## src/rtl/alu_wb_stage.sv

```systemverilog
// ALU write-back stage: 2-entry result buffer between the ALU and the register-file
// write port, with architectural flag update, sticky overflow and a commit counter.
module alu_wb_stage #(
    parameter int WIDTH = 32,
    parameter int DEPTH = 2
) (
    input  logic             clk,
    input  logic             rst_n,
    input  logic             in_valid,
    output logic             in_ready,
    input  logic [WIDTH-1:0] in_y,
    input  logic [3:0]       in_op,
    input  logic             in_carry,
    input  logic             in_overflow,
    input  logic             in_zero,
    input  logic             in_negative,
    output logic             out_valid,
    input  logic             out_ready,
    output logic [WIDTH-1:0] out_y,
    output logic [3:0]       out_op,
    output logic [3:0]       flags,
    output logic             sticky_v,
    input  logic             clr_sticky,
    output logic [15:0]      commit_cnt
);

    localparam logic [1:0] FULL = 2'(DEPTH);

    logic [WIDTH-1:0] y_q   [2];
    logic [WIDTH-1:0] y_d   [2];
    logic [3:0]       op_q  [2];
    logic [3:0]       op_d  [2];
    logic [3:0]       flg_q [2];   // stored as {N,Z,C,V}
    logic [3:0]       flg_d [2];

    logic [1:0]  occ_q, occ_d;
    logic        head_q, head_d;
    logic        in_ready_q, in_ready_d;
    logic [3:0]  flags_q, flags_d;
    logic        sticky_q, sticky_d;
    logic [15:0] cnt_q, cnt_d;

    logic        push, pop, tail, is_shift;
    logic [3:0]  head_flg;
    logic [3:0]  head_op;

    assign push     = in_valid && in_ready_q;
    assign pop      = (occ_q != 2'd0) && out_ready;
    assign tail     = head_q ^ occ_q[0];
    assign head_flg = flg_q[head_q];
    assign head_op  = op_q[head_q];
    assign is_shift = (head_op == 4'h5) || (head_op == 4'h6) || (head_op == 4'h7);

    always_comb begin
        y_d    = y_q;
        op_d   = op_q;
        flg_d  = flg_q;
        occ_d  = occ_q;
        head_d = head_q;
        flags_d  = flags_q;
        sticky_d = sticky_q;
        cnt_d    = cnt_q;

        if (push) begin
            y_d[tail]   = in_y;
            op_d[tail]  = in_op;
            flg_d[tail] = {in_negative, in_zero, in_carry, in_overflow};
        end

        case ({push, pop})
            2'b10:   occ_d = occ_q + 2'd1;
            2'b01:   occ_d = occ_q - 2'd1;
            default: occ_d = occ_q;
        endcase

        if (clr_sticky)
            sticky_d = 1'b0;

        if (pop) begin
            head_d = ~head_q;
            cnt_d  = cnt_q + 16'd1;
            // shifts leave C and V untouched and never feed the sticky overflow
            if (is_shift) begin
                flags_d = {head_flg[3:2], flags_q[1:0]};
            end else begin
                flags_d = head_flg;
                if (head_flg[0])
                    sticky_d = 1'b1;
            end
        end

        in_ready_d = (occ_d != FULL);
    end

    always_ff @(posedge clk or negedge rst_n) begin
        if (!rst_n) begin
            for (int i = 0; i < 2; i++) begin
                y_q[i]   <= '0;
                op_q[i]  <= '0;
                flg_q[i] <= '0;
            end
            occ_q      <= 2'd0;
            head_q     <= 1'b0;
            in_ready_q <= 1'b0;
            flags_q    <= 4'b0000;
            sticky_q   <= 1'b0;
            cnt_q      <= 16'd0;
        end else begin
            y_q        <= y_d;
            op_q       <= op_d;
            flg_q      <= flg_d;
            occ_q      <= occ_d;
            head_q     <= head_d;
            in_ready_q <= in_ready_d;
            flags_q    <= flags_d;
            sticky_q   <= sticky_d;
            cnt_q      <= cnt_d;
        end
    end

    assign in_ready   = in_ready_q;
    assign out_valid  = (occ_q != 2'd0);
    assign out_y      = y_q[head_q];
    assign out_op     = op_q[head_q];
    assign flags      = flags_q;
    assign sticky_v   = sticky_q;
    assign commit_cnt = cnt_q;

endmodule

```

## config.mk

```make
export PLATFORM = sky130hd
export DESIGN_NAME = alu_wb_stage
export DESIGN_NICKNAME = d
export VERILOG_FILES = /design/src/rtl/alu_wb_stage.sv
export SDC_FILE = /design/constraint.sdc
export NUM_CORES = 1
export LEC_CHECK = 0
export ABC_AREA = 0
export CORE_MARGIN = 1.5
export CORE_UTILIZATION = 46
export CTS_CLUSTER_DIAMETER = 80
export DETAILED_ROUTE_END_ITERATION = 16
export DONT_BUFFER_PORTS = 1
export PLACE_DENSITY = 0.57
export SYNTH_ARGS = -nofsm -noshare
export SYNTH_HDL_FRONTEND = slang
export SYNTH_SLANG_ARGS = --single-unit
export TNS_END_PERCENT = 10
```

## constraint.sdc

```tcl
create_clock -name clk -period 5.5 [get_ports clk]
set_clock_uncertainty 0.2 [all_clocks]
set_input_delay 1.1 -clock clk [delete_from_list [all_inputs] [get_ports clk]]
set_output_delay 1.1 -clock clk [all_outputs]
set_load 0.02 [all_outputs]
```

### Yosys cells after proc, flatten, opt, wreduce, memory -nomap -nowiden

Cells that the tools add are included.
Widths: inputs -> output; s select.

* order comparisons: 3
* equal/unequal tests: 6
* reductions and logical operators: 7
* $mul: 0
* $add $sub $neg: 3
* bitwise logic cells: 5
* mux-type cells: 21
* div/mod/pow operators: 0
* shift-type cells: 0

Operators by type and width (number)
* $mux 32: 4
* $bwmux 64: 1
* $demux 32 s1: 1
* $mux 4: 7
* $add 16x1->16 const B: 1
* $bwmux 8: 2
* $eq 4x3->1 const B: 3
* $demux 4 s1: 1
* $ge 2x2->1 const B: 2
* $mux 1: 4
* $not 1->2: 2
* $pmux 2 s2: 1
* $logic_and 1x1->1: 3
* $add 2x1->2 const B: 1
* $eq 2x1->1 const B: 1
* $eq 2x2->1 const B: 1
* $logic_or 1x1->1: 2
* $lt 2x1->1 const B: 1
* $ne 2x2->1 const B: 1
* $not 1->1: 2
* $reduce_and 2->1: 1
* $reduce_bool 2->1: 1
* $sub 2x1->2 const B: 1
* $xor 1x1->1: 1

* word-level logic and storage cells: 58
* latch bits: 0
* bits in writable memories: 0
* bits of input ports: 45
* register bits after elaboration: 105
* ROM bits: 0
* memories kept: 0

### Logic depth before layout (Yosys ltp)

Gate-level depths: netlist of the first run.

* depth after elaboration: 9
* mapped depth: 9
* depth with buffers taken out: 8

### Worst setup path before layout of the first run

Ideal clock, no wire load.

* path type: reg-to-output
* start point: reg head_q
* end point: out out_op[0]
* cell stages (with the launch flop): 5
* buffers on the path: 3
* path slack: 2895 ps
* data arrival time: 1305 ps
* cells stage by stage: dfrtp_1 -> buf_2 -> buf_2 -> buf_2 -> mux2_2

* word-level cells in the longest chain between the ends: 4

RTL lines
* from (decl): line 37 `logic head_q, head_d;`
* from (signal assigned): line 103 `head_q <= 1'b0;`
* from (signal assigned): line 113 `head_q <= head_d;`
* $not 1->2 (not written as such): line 124 `assign out_op = op_q[head_q];`
* $mux 4 (not written as such) (3 in series): line 124
* to (decl): line 20 `output logic [3:0] out_op,`

No other way between the ends. The select of a mux whose other input is x is not followed.

### Worst setup path after layout of the first run

* start point: reg head_q
* end point: out out_y[19]

* word-level cells in the longest chain between the ends: 4

RTL lines
* $not 1->2 (not written as such): line 123 `assign out_y = y_q[head_q];`
* $mux 32 (not written as such) (3 in series): line 123
* to (decl): line 19 `output logic [WIDTH-1:0] out_y,`

No other way between the ends. The select of a mux whose other input is x is not followed.

==> results of run 1 <==
==> power by group through the flow <==
stage / sequential [mW] / clock (mW) / combinational [mW]
after floorplan: 1.35 / 0 / 1.27
after CTS: 1.46 / 0.501 / 1.35
final: 1.45 / 0.487 / 1.33
after global placement: 1.46 / 0 / 1.32
after global routing: 1.51 / 0.533 / 1.43
after detailed placement: 1.48 / 0 / 1.34
==> cell type report <==
| type | count | area, um2 | area share |
|---|---|---|---|
| Multi-Input combinational cell | 191 | 1830 | 0.379 |
| Timing Repair Buffer | 1 | 7.51 | 0.00155 |
| Clock buffer | 9 | 124 | 0.0256 |
| Sequential cell | 105 | 2630 | 0.543 |
| Tap cell | 133 | 166 | 0.0344 |
| Inverter | 2 | 7.51 | 0.00155 |
| Clock inverter | 7 | 75.1 | 0.0155 |
==> per-stage QoR <==
step	hold WS (ps)	total power, mW	area [um2]	cells
after detailed placement	273	2.82	4640	432
after CTS	198	3.31	4840	448
after global routing	175	3.47	4840	448
final	212	3.27	4840	448
after floorplan	252	2.62	4560	313
after global placement	261	2.79	4640	432
==> final timing paths <==
check / start / endpoint / slack (ps) / cells past startpoint
worst max-delay path: head_q / out_y[19] / 2270 / 1
worst min-delay path: rst_n / commit_cnt[9] / 210 / 0
worst max register to register: head_q / flg_q[3] / 2480 / 4
worst min register to register: y_q[24] / y_q[24] / 290 / 1
max in group asynchronous: rst_n / flg_q[3] / 4730 / 0
min in group clk: y_q[24] / y_q[24] / 290 / 1
==> kinds of logic after synthesis <==
logic type / after synthesis
compound gates: 3
xor+xnor: 20
fa+ha+maj: 2
buf+inv: 17
flops: 105
mux: 121
simple gates: 45
==> routing by layer <==
layer / wire, um / GRT usage / vias to the layer above
met4: 109 / 0.0516 / 0
met1: 3510 / 0.200 / 1211
li1: - / - / 1083
met2: 3800 / 0.238 / 70
met5: 0 / 0 / -
met3: 729 / 0.0698 / 10
==> cells in the mapped netlist (3+ instances only) <==
cell type    n
buf_2        6
buf_4        8
dfrtp_1    105
mux2_1       5
mux2_2     114
nand2_1     11
nand2b_1     3
nand3_1      5
nand4_1      4
nor2_1      10
nor3_1       4
xnor2_1     12
xor2_1       7
==> sequential cells by signal, indices dropped and copies added (netlist names) <==
| signal | cells |
|---|---|
| occ_q | 2 |
| sticky_v | 1 |
| y_q | 64 |
| flags | 4 |
| head_q | 1 |
| commit_cnt | 16 |
| op_q | 8 |
| in_ready | 1 |
| flg_q | 8 |
==> metrics.txt, run 1 <==
#FFs+latches synth ~110; sequential share of power 0.445; GR Util All Layers 0.156; post-synth net total 360; Mapped Cells between 300 and 400; Clock transition at path regs between 100 and 150 ps; fmax between 0.3 and 0.4 GHz; Worst EP arrival between 1500 and 2000 ps; ys async rst share 1.00; Switching Fraction 0.382; Seq/Total Area, Yosys 0.576; cts hold-fix bufs 0; total gr overflow 0; Starting DRT DRC Count 44; pre-CTS WS ~2400 ps; Comb pwr share 0.406; Critical Path RT around 4200 ps; Cell Chain, Critical Path mux2_2; worst path buffer plus inverter count 0; xor/xnor share of the synthesized area 0.0401; fin nets roughly 360; Final Hold Fails 0; DRT Pass-1 Iters 4; Detail Route Antenna Nets 0; Worst-Margin Slew about 1100 ps; IO Count approximately 100; Post-synth EDFFs 0; Slew headroom 0.296; largest net degree at the start of global routing roughly 110; Worst VDD drop between 0.0003 and 0.0004 V; Tcrit/Tclk final 0.588; synth unique cells 28; root buffer cell clkbuf_8; # fillers 847; total of warnings raised by yosys 0; pins over their slew limit 0; PwrDens approximately 670 mW/mm2; CP Max Fanout 43; slowest stage cell, crit path dfrtp_2; Yosys top cell area share 0.576; WL/cell approximately 18 um; CTS tree yes; Clock Path Buffers 2; DRC Markers 0; TNS Setup 0 ps; global-route wire length before repair 12500 um; Synth Flop Type dfrtp_1; leakage power between 2 and 2.5 nW; DP Wirelength ~5000 um; number of antenna cells inserted 0; CTS Buf Count 9; final wirelength approximately 8100 um; P_int 2.02 mW; Simple-Gate Fraction of Synth Area 0.0521; status completed; H-tree depth 3; delay-heaviest family, CP flip-flops; post-cts resize count 0; worst hold path type primary input to async pin; post-synthesis mux area share 0.298; Synth Area in Adders 0.00549; die area between 0.01 and 0.015 mm2; mean post-synth cell area 14.6 um2; gp weighted congestion 0.680; max cap viols 0; CP startpoint kind flip-flop; most common cell after layout, fill and taps aside mux2_2; share of cells above drive strength 1 0.444; Area growth syn-to-layout 6.17%; crit path kind flip-flop to output pin; die extent in y between 100 and 150 um; Core Rows 36; post-layout util 0.500; commonest non-fill, non-tap cells in the layout mux2_2 (114), dfrtp_1 (104), xnor2_1 (12); combinational family with the most area after synthesis multiplexers; routed via count 2374; Switching Power between 1 and 1.5 mW; Compound-Gate Fraction of Synth Area 0.00412; synth top area cells dfrtp_1 (58%), mux2_2 (28%), xnor2_1 (2.3%); Port Buffers 0; RSZ-0062 raised after global routing no; biggest area consumer among synthesized cells dfrtp_1; die width between 100 and 150 um; final-report setup violation count 0; Starting Density 0.471; power share of the clock group 0.149; worst skew pair latency approximately 360 ps; buffer count from post-CTS setup fixing 0; critical path endpoint category output pin; mapped cell area between 0.004 and 0.005 mm2; initial antenna violation count 0; TritonCTS sink count around 110; Core Box Area 0.00968 mm2; minimum clock period between 3000 and 4000 ps; Critical Path Max Stage Delay between 1000 and 1500 ps; Setup WS post-layout 2270 ps; vias in the first global route about 2400; DR vias/cell 5.30
No activity file was read; power rests on OpenSTA's default activity.
==> inputs of run 2 (changes only) <==
- clock period: 5.5 -> 3.1 ns (I/O delays scaled with it)
==> run 2 against run 1 <==
  * Via count up 1.5%
  * Routed wire length up 0.92%
  * The flow now finishes with violations (negative hold slack)
  * Worst hold slack worse by 470 ps
  * First-iteration DRC count up 11%
  * Die area unchanged
==> metrics.txt, run 2 (synthesis results as in run 1) <==
status finished with violations; failing checks negative hold slack; GR Util All Layers 0.164 (+0.00720); DP Wirelength 5240 um (+2.9%); Worst VDD drop 0.000469 V (+43%); RSZ-0062 raised after global routing no; Switching Fraction 0.374 (-0.00829); initial antenna violation count 0 (unchanged); Biggest register y_q; CP startpoint kind flip-flop; crit path kind flip-flop to output pin; number of antenna cells inserted 0 (unchanged); Starting DRT DRC Count 49 (+11%); Min Hold Slack -254 ps (-466 ps); most common cell after layout, fill and taps aside mux2_2; minimum clock period 2550 ps; Worst-Margin Slew 599 ps (-456 ps); Critical Path RT 2280 ps (-1920 ps); Comb pwr share 0.432 (+0.026); CP Max Fanout 42 (-2.3%); Tcrit/Tclk final 0.821; gp weighted congestion 0.680 (about the same); final-report setup violation count 0 (unchanged); Port Buffers 0 (unchanged); Largest register FFs 64 (unchanged); Slew headroom 0.600 (+0.304); die width 103 um (unchanged); Clock transition at path regs 90 ps (-20 ps); global-route wire length before repair 12900 um (+3.8%); Starting Density 0.471 (unchanged); Core Box Area 0.00968 mm2 (unchanged); Core Rows 36 (unchanged); fin nets 360 (+0.84%); final wirelength 8220 um (+0.92%); leakage power 2.05 nW (+0.42%); Switching Power 2.18 mW (+75%); Cell Count, Final, Fillers Out 451 (+0.67%); Clock Path Buffers 2 (unchanged); root buffer cell clkbuf_8; die area 0.0105 mm2 (unchanged); Area growth syn-to-layout 7.02%; sequential share of power 0.424 (-0.021); Worst EP arrival 1730 ps (-200 ps); post-layout util 0.504 (+0.00401); total gr overflow 0 (unchanged); Final Hold Fails 105 (+105); post-cts resize count 0 (unchanged); commonest non-fill, non-tap cells in the layout mux2_2 (114), dfrtp_1 (104), xnor2_1 (12); CTS Buf Count 9 (unchanged); TritonCTS sink count 105 (unchanged); R2R setup slack 880 ps (-1600 ps); worst hold path type primary input to async pin; H-tree depth 3 (unchanged); power share of the clock group 0.144 (-0.005); share of cells above drive strength 1 0.437 (-0.00734); CTS tree yes; pins over their slew limit 0 (unchanged); vias in the first global route 2548 (+6.0%); die extent in y 103 um (unchanged); routed via count 2410 (+1.5%); WL/cell 18.2 um (+0.25%); critical path endpoint category output pin; fmax between 0.3 and 0.4 GHz; max cap viols 0 (unchanged); Placed Instances 435 (+0.69%); worst skew pair latency 360 ps (about the same); DR vias/cell 5.34 (+0.84%); pre-CTS WS 860 ps (-1550 ps); largest net degree at the start of global routing 106 (unchanged); Detail Route Antenna Nets 0 (unchanged); DRC Markers 0 (unchanged); P_int 3.65 mW (+81%); Setup WS post-layout 555 ps (-1710 ps); PwrDens 1190 mW/mm2 (+77%); total power 5.83 mW (+78%); IO Count 104 (unchanged); buffer count from post-CTS setup fixing 0 (unchanged); DRT Pass-1 Iters 4 (unchanged); TNS Setup 0 ps (unchanged)
## run 2: changes by cell type in the layout (fill, tap and decap cells not counted)
cell and delta:
clkbuf_1 +4, buf_4 +1, clkinv_2 -2, inv_6 -3
clkbuf_8 +1, clkinv_4 -1, buf_12 +2, clkinvlp_4 +1
## run 2: layer usage
layer | up-vias | track usage | part of all wire
li1 | 1101 | - | -
met1 | 1234 | 0.204 | 0.43
met2 | 65 | 0.255 | 0.47
met3 | 10 | 0.0583 | 0.084
met4 | 0 | 0.0790 | 0.016
met5 | - | 0 | 0
## run 2: critical path, cell delays in order, from the launching register on
cell     delay [ps]
dfrtp_2         380
buf_4           510
mux2_2          470
## run 2: power groups by stage
stage                     clock, mW  combinational (mW)  sequential [mW]
after floorplan                   0                2.26             2.39
after global placement            0                2.53             2.48
after detailed placement          0                2.56             2.51
after CTS                     0.876                2.57             2.48
after global routing          0.929                2.73             2.57
final                         0.837                2.52             2.47
## run 2: final cells by class
type,instances,area [um2]
fillers,856,4800
well taps,133,166
inverters,2,7.51
multi-input cells,191,1830
clock buffers,14,153
clock inverters,2,37.5
flip-flops and latches,105,2630
repair buffers,4,55.1
## run 2: path summary, 6_finish.rpt
check | from | end | cells past startpoint
max in group asynchronous | rst_n | y_q[33] | 0
setup / recovery | head_q | out_y[23] | 2
min in group clk | in_y[26] | y_q[26] | 1
setup reg to reg | head_q | flags[0] | 5
hold reg to reg | y_q[25] | y_q[25] | 1
hold / removal | rst_n | commit_cnt[15] | 0
## run 2: through the flow
| stage | area (um2) | hold slack [ps] |
|---|---|---|
| after floorplan | 4560 | 124 |
| after global placement | 4690 | 126 |
| after detailed placement | 4690 | 126 |
| after CTS | 4880 | -281 |
| after global routing | 4880 | -289 |
| final | 4880 | -254 |
